`src/rtl/load_word_extract.sv`:
```
// Memory-stage load unit: fetches an aligned word, extracts the addressed byte/half/word,
// sign- or zero-extends it, and returns it to writeback over a valid/ready handshake.
module load_word_extract #(
  parameter int ADDR_WIDTH     = 32,
  parameter int TAG_WIDTH      = 5,
  parameter int TIMEOUT_CYCLES = 255
) (
  input  logic                  clk,
  input  logic                  rst,
  input  logic                  req_valid,
  output logic                  req_ready,
  input  logic [ADDR_WIDTH-1:0] req_addr,
  input  logic [2:0]            req_type,
  input  logic [TAG_WIDTH-1:0]  req_dest,
  output logic                  mem_req,
  output logic [ADDR_WIDTH-1:0] mem_addr,
  input  logic                  mem_gnt,
  input  logic                  mem_rvalid,
  input  logic [31:0]           mem_rdata,
  output logic                  resp_valid,
  input  logic                  resp_ready,
  output logic [31:0]           resp_data,
  output logic [TAG_WIDTH-1:0]  resp_dest,
  output logic                  resp_err,
  output logic                  busy
);

  typedef enum logic [1:0] {IDLE, REQ, WAIT_DATA, RESP} state_t;

  localparam logic [2:0] LD_LB  = 3'd0;
  localparam logic [2:0] LD_LBU = 3'd1;
  localparam logic [2:0] LD_LH  = 3'd2;
  localparam logic [2:0] LD_LHU = 3'd3;
  localparam logic [2:0] LD_LW  = 3'd4;

  localparam int CNT_W = $clog2(TIMEOUT_CYCLES + 1);
  localparam logic [CNT_W-1:0] CNT_LAST = CNT_W'(TIMEOUT_CYCLES - 1);

  state_t           state;
  logic [1:0]       lat_off;
  logic [2:0]       lat_type;
  logic [CNT_W-1:0] cnt;
  logic             req_illegal;
  logic [7:0]       byte_sel;
  logic [15:0]      half_sel;
  logic [31:0]      load_data;

  assign req_ready = (state == IDLE);
  assign busy      = (state != IDLE);

  // Misaligned halves/words and the unused type codes never touch memory.
  always_comb begin
    // NOTE: every always_comb output gets a default first so no path can infer a latch.
    req_illegal = 1'b0;
    unique case (req_type)
      LD_LB, LD_LBU: req_illegal = 1'b0;
      LD_LH, LD_LHU: req_illegal = req_addr[0];
      LD_LW:         req_illegal = (req_addr[1:0] != 2'b00);
      default:       req_illegal = 1'b1;
    endcase
  end

  // Little-endian lane select, driven by the offset latched at accept time.
  always_comb begin
    byte_sel  = mem_rdata[8*lat_off +: 8];
    half_sel  = lat_off[1] ? mem_rdata[31:16] : mem_rdata[15:0];
    load_data = mem_rdata;
    unique case (lat_type)
      LD_LB:   load_data = {{24{byte_sel[7]}}, byte_sel};
      LD_LBU:  load_data = {24'h0, byte_sel};
      LD_LH:   load_data = {{16{half_sel[15]}}, half_sel};
      LD_LHU:  load_data = {16'h0, half_sel};
      default: load_data = mem_rdata;
    endcase
  end

  // NOTE: sequential state uses non-blocking assignments so every register samples pre-edge values.
  always_ff @(posedge clk) begin
    if (rst) begin
      state      <= IDLE;
      lat_off    <= '0;
      lat_type   <= '0;
      cnt        <= '0;
      mem_req    <= 1'b0;
      mem_addr   <= '0;
      resp_valid <= 1'b0;
      resp_data  <= '0;
      resp_dest  <= '0;
      resp_err   <= 1'b0;
    end else begin
      unique case (state)
        IDLE: begin
          if (req_valid) begin
            lat_off   <= req_addr[1:0];
            lat_type  <= req_type;
            resp_dest <= req_dest;
            if (req_illegal) begin
              state      <= RESP;
              resp_valid <= 1'b1;
              resp_err   <= 1'b1;
              resp_data  <= '0;
            end else begin
              state    <= REQ;
              mem_req  <= 1'b1;
              mem_addr <= {req_addr[ADDR_WIDTH-1:2], 2'b00};
            end
          end
        end
        REQ: begin
          if (mem_gnt) begin
            state   <= WAIT_DATA;
            mem_req <= 1'b0;
            cnt     <= '0;
          end
        end
        WAIT_DATA: begin
          if (mem_rvalid) begin
            state      <= RESP;
            resp_valid <= 1'b1;
            resp_err   <= 1'b0;
            resp_data  <= load_data;
          end else if (cnt == CNT_LAST) begin
            state      <= RESP;
            resp_valid <= 1'b1;
            resp_err   <= 1'b1;
            resp_data  <= '0;
          end else begin
            cnt <= cnt + 1'b1;
          end
        end
        RESP: begin
          if (resp_ready) begin
            state      <= IDLE;
            resp_valid <= 1'b0;
          end
        end
        default: state <= IDLE;
      endcase
    end
  end

endmodule

```
`config.mk`:
```
export PLATFORM = sky130hd
export DESIGN_NAME = load_word_extract
export DESIGN_NICKNAME = d
export VERILOG_FILES = /design/src/rtl/load_word_extract.sv
export SDC_FILE = /design/constraint.sdc
export NUM_CORES = 1
export LEC_CHECK = 0
export BUFFER_PORTS_ARGS = -buffer_cell sky130_fd_sc_hd__buf_4
export CAP_MARGIN = 20
export CORE_UTILIZATION = 35
export CTS_BUF_LIST = sky130_fd_sc_hd__clkbuf_8
export DETAILED_ROUTE_END_ITERATION = 12
export GPL_ROUTABILITY_DRIVEN = 0
export PLACE_DENSITY = 0.59
export SETUP_SLACK_MARGIN = 0.5
export SYNTH_ARGS = -nofsm -noshare
export SYNTH_HDL_FRONTEND = slang
export SYNTH_SLANG_ARGS = --single-unit
```
`constraint.sdc`:
```
create_clock -name clk -period 2.5 [get_ports clk]
set_input_delay 0.125 -clock clk [delete_from_list [all_inputs] [get_ports clk]]
set_output_delay 0.125 -clock clk [all_outputs]
set_load 0.02 [all_outputs]
```
# After elaboration in Yosys (flattened, before gate mapping)
# Index checks and enable logic that the tools add are counted.
# op_classes
n_mux,31
add_sub_neg,1
n_reduce_logical,18
n_eq_ne,19
n_bitwise,1
shift,1
# ops
cell,n
$mux 32,4
$pmux 32 s4,1
$pmux 32 s2,1
$shiftx 32x6->8,1
$mux 8,3
$mux 16,1
$pmux 8 s2,1
$reduce_and 4->1,4
$eq 3x2->1 const B,4
$mux 2,6
$ne 2x2->1 const B,6
$reduce_bool 2->1,5
$mux 1,9
$add 8x1->8 const B,1
$eq 8x8->1 const B,1
$pmux 2 s4,1
$eq 3x1->1 const B,2
$logic_not 3->1,2
$pmux 1 s3,2
$reduce_and 5->1,1
$eq 2x2->1 const B,2
$pmux 1 s2,2
$reduce_or 2->1,2
$eq 3x3->1 const B,1
other kinds (8),8
# word_totals
inputBits,78
ff_bits,85

# Longest topological paths before layout
# depth
depth_word,6
depth_mapped,8

# Worst setup path after synthesis
# Ideal clock, no wire load.
# synth_path
path_kind,reg2reg
startpoint,reg cnt[0]
endpoint,reg cnt[6]
required_ps,2384
setup_slack_ps,670
arrival_ps,1713
path_stages_with_launch,9
setup_time_ps,116
path_cell_list,dfxtp_1 -> inv_1 -> ha_1 -> and3_1 -> a211o_1 -> buf_6 -> a21oi_2 -> a211oi_1 -> a31o_2
# synth_between
elab_chain_len,4
word_cells_on_any_way,7
# synth_rtl
element,line_no,source
"start, declared",42,logic [CNT_W-1:0] cnt;
"start signal, assigned",128,cnt <= cnt + 1'b1;
$add 8x1->8,128,
$mux 8,122,end else if (cnt == CNT_LAST) begin
$mux 8,117,if (mem_rvalid) begin
$pmux 8 s2,91,unique case (state)
# Parallel ways exist; a longest one is shown, timed or not. The select of a mux whose other input is x is not followed.
# A chain may end at the register's enable or synchronous reset.

# Worst setup path after layout
# Same ends and word-level chain as after synthesis.

==> run summary <==
Slew at the pin closest to its max-slew limit -> 0.770 ns
GRT Resource Usage Total -> 18.6%
Max incr delay on CP -> 0.41 ns
Post-CTS Setup Inserts -> 0
Avg Cell Area, Syn -> 7.77 sq um
Relative slew slack -> 48.2%
WP buf/inv -> 1
Final Hold Vio Count -> 0
Clock Pin Slew Worst Setup and Hold Paths -> 0.08 ns
Initial Utilization -> 36.5%
Seq/Total Area, Yosys -> 44.6%
Port-buffer cells -> 149
Post-synth EDFFs -> 0
DR vias -> 3814
P per Cell Area -> 769 mW/mm^2
Sinks on Clock Net -> 85
Status -> finished clean
Final setup margin -> 0.626 ns
Top-area cell type share of the netlist area -> 44.6%
I/O pins -> 152
Max Slew Vio Count -> 0
Total of max-cap violations -> 0
Residual DRC count -> 0
Clock skew after layout -> 0.00851 ns
H-tree depth -> 3
GRT overflow -> 0
DR pass1 iterations -> 5
Filler cells -> 1038
RSZ-0062 raised after global routing -> false
Dominant cell type by area after synthesis -> dfxtp_1
CP Launch Type -> flop
Maximum vdd drop -> 0.348 mV
Routed wire length -> 10500 um
Final worst-path cycle share -> 74.9%
CTS root buf -> clkbuf_8
Die area -> 0.0113 sq mm
Synth Cell Area -> 0.00381 sq mm
ANT cells -> 0
Post-synth top cells -> 137 x nand2_1, 85 x dfxtp_1, 51 x a21oi_1, 36 x o21ai_0, 33 x nor2_1
Worst min path class -> in -> reg
Die width -> 106 um
Synth top area cells -> dfxtp_1 45%, nand2_1 13%, a21oi_1 6.7%
First-pass GRT wire length -> 17100 um
Crit path DAT -> 2.12 ns
Chip height -> 106 um
Minimum clock period -> 1.87 ns
Vias in the first global route -> 3612
Top-count cell post-synth -> nand2_1
Initial antenna violation count -> 0
Critical path class -> reg -> reg
Clk_lat worst skew -> 0.35 ns
Fraction of layout cells with a size suffix above 1 -> 29.9%
DR WL/cell -> 13.5 um
Final setup vio count -> 0
Crit Path Max Fanout -> 12
# nets final -> 721
DP HPWL -> 7780 um
Antenna-violating nets left -> 0
Core ar. -> 0.0105 sq mm
P&R area growth vs syn -> 40.6%
CP required -> 2.75 ns
Largest net degree at the start of global routing -> 61
CP top delay family -> compound AO/OA/AOI/OAI gates
Yosys cell types -> 50
Synth warnings -> 0
Initial drt markers -> 157
Setup tns final -> 0 ns
Vias per cell -> 4.90
F_max -> 0.534 GHz
Num rows -> 37
Leak -> 0.00224 uW
#FFs+latches synth -> 85
Num CTS Buffers -> 9
Critical path capture point type -> flop
Clock Path Buffers -> 2
CTS tree -> built
Top FF cell, synth -> dfxtp_1
Asr flop ratio synth -> 0%
Crit-path slowest cell -> a211o_4
Place WS -> 0.377 ns
Total Power -> 4120 uW
Post-Synthesis Cells -> 491
CP Cell Sequence -> inv_1 > ha_1 > and3_1 > a211o_4 > a21oi_2 > a211oi_1 > a31o_2
state kept, by name, indices dropped and copies added, names as in the netlist, 2 cells and up:
register / flops
cnt: 8
mem_addr: 30
state: 2
lat_off: 2
lat_type: 3
resp_dest: 5
resp_data: 32
worst reg2reg max path, stage by stage, from the launching register on:
cell	delay [ns]
dfxtp_2	0.37
inv_1	0.07
ha_1	0.18
and3_1	0.18
a211o_4	0.41
a21oi_2	0.23
a211oi_1	0.10
a31o_2	0.23
cells by family after synthesis:
logic type	share of synthesized area [%]
multiplexers	1.74
AND/OR/NAND/NOR	22.9
buffers and inverters	5.48
flip-flops	44.6
other	0.0983
AO/OA/AOI/OAI	22.0
XOR/XNOR	1.15
adder cells (fa/ha/maj)	1.97
path summary, 6_finish.rpt:
kind                                 endpoint          start  slack, ns  cells after the start
worst max-delay path                   cnt[6]         cnt[0]       0.63                      7
worst min-delay path             mem_addr[14]   req_addr[14]       0.02                      3
worst min register to register  resp_data[29]  resp_data[29]       0.45                      2
worst max register to register         cnt[6]         cnt[0]       0.63                      7
timing repair:
action | 4_1_cts | 5_1_grt
resized for setup | 3 | 12
hold endpoints to repair | 8 | 2
endpoints found under the setup margin | 29 | 68
hold buffers | 8 | 2
stage by stage:
stage,std cells,utilization (%),hold WS (ns),area [sq um]
3_3_place_gp,752,47.8,0.354,5010
4_1_cts,776,50.6,0.000694,5290
5_1_grt,778,51.2,0.00136,5360
6_report,778,51.2,0.0206,5360
2_1_floorplan,492,-,0.235,3820
3_5_place_dp,752,47.8,0.356,5010
layout make-up:
| type | instances | area, sq um | share of cell area [%] |
|---|---|---|---|
| Clock inverter | 7 | 76.3 | 1.42 |
| Sequential cell | 85 | 1700 | 31.8 |
| Timing Repair Buffer | 166 | 1290 | 24.0 |
| Tap cell | 136 | 170 | 3.17 |
| Inverter | 15 | 56.3 | 1.05 |
| Multi-Input combinational cell | 360 | 1940 | 36.3 |
| Clock buffer | 9 | 124 | 2.31 |
metal layers:
metal | share of wire (%) | wire length, um | global-route usage, %
met5 | 0 | 0 | 0
met4 | 1.1 | 117 | 5.85
met3 | 7.8 | 819 | 5.46
met2 | 45 | 4780 | 30.3
met1 | 46 | 4790 | 23.5
cell usage in the layout (no fill, tap or decap), drive strengths merged, types with 3 or more instances in the layout:
master,Yosys,final
nand4,3,3
o221ai,7,7
buf,13,156
inv,14,16
nor2,33,33
nand2,137,137
a221oi,7,7
nor3,9,9
clkbuf,19,9
nand2b,3,3
dfxtp,85,85
dlygate4sd3,0,10
nor2b,4,4
ha,6,6
clkinv,1,4
mux2i,4,4
xnor2,5,5
a31oi,7,7
a21oi,53,53
nand3b,8,8
a211oi,7,7
o21ai,41,41
power breakdown:
part	switching, uW	total [uW]	internal [uW]
Clock	507	974	467
Combinational	915	1530	612
Sequential	112	1620	1510
Total	1530	4120	2590
Power figures use the tool's default switching activity.
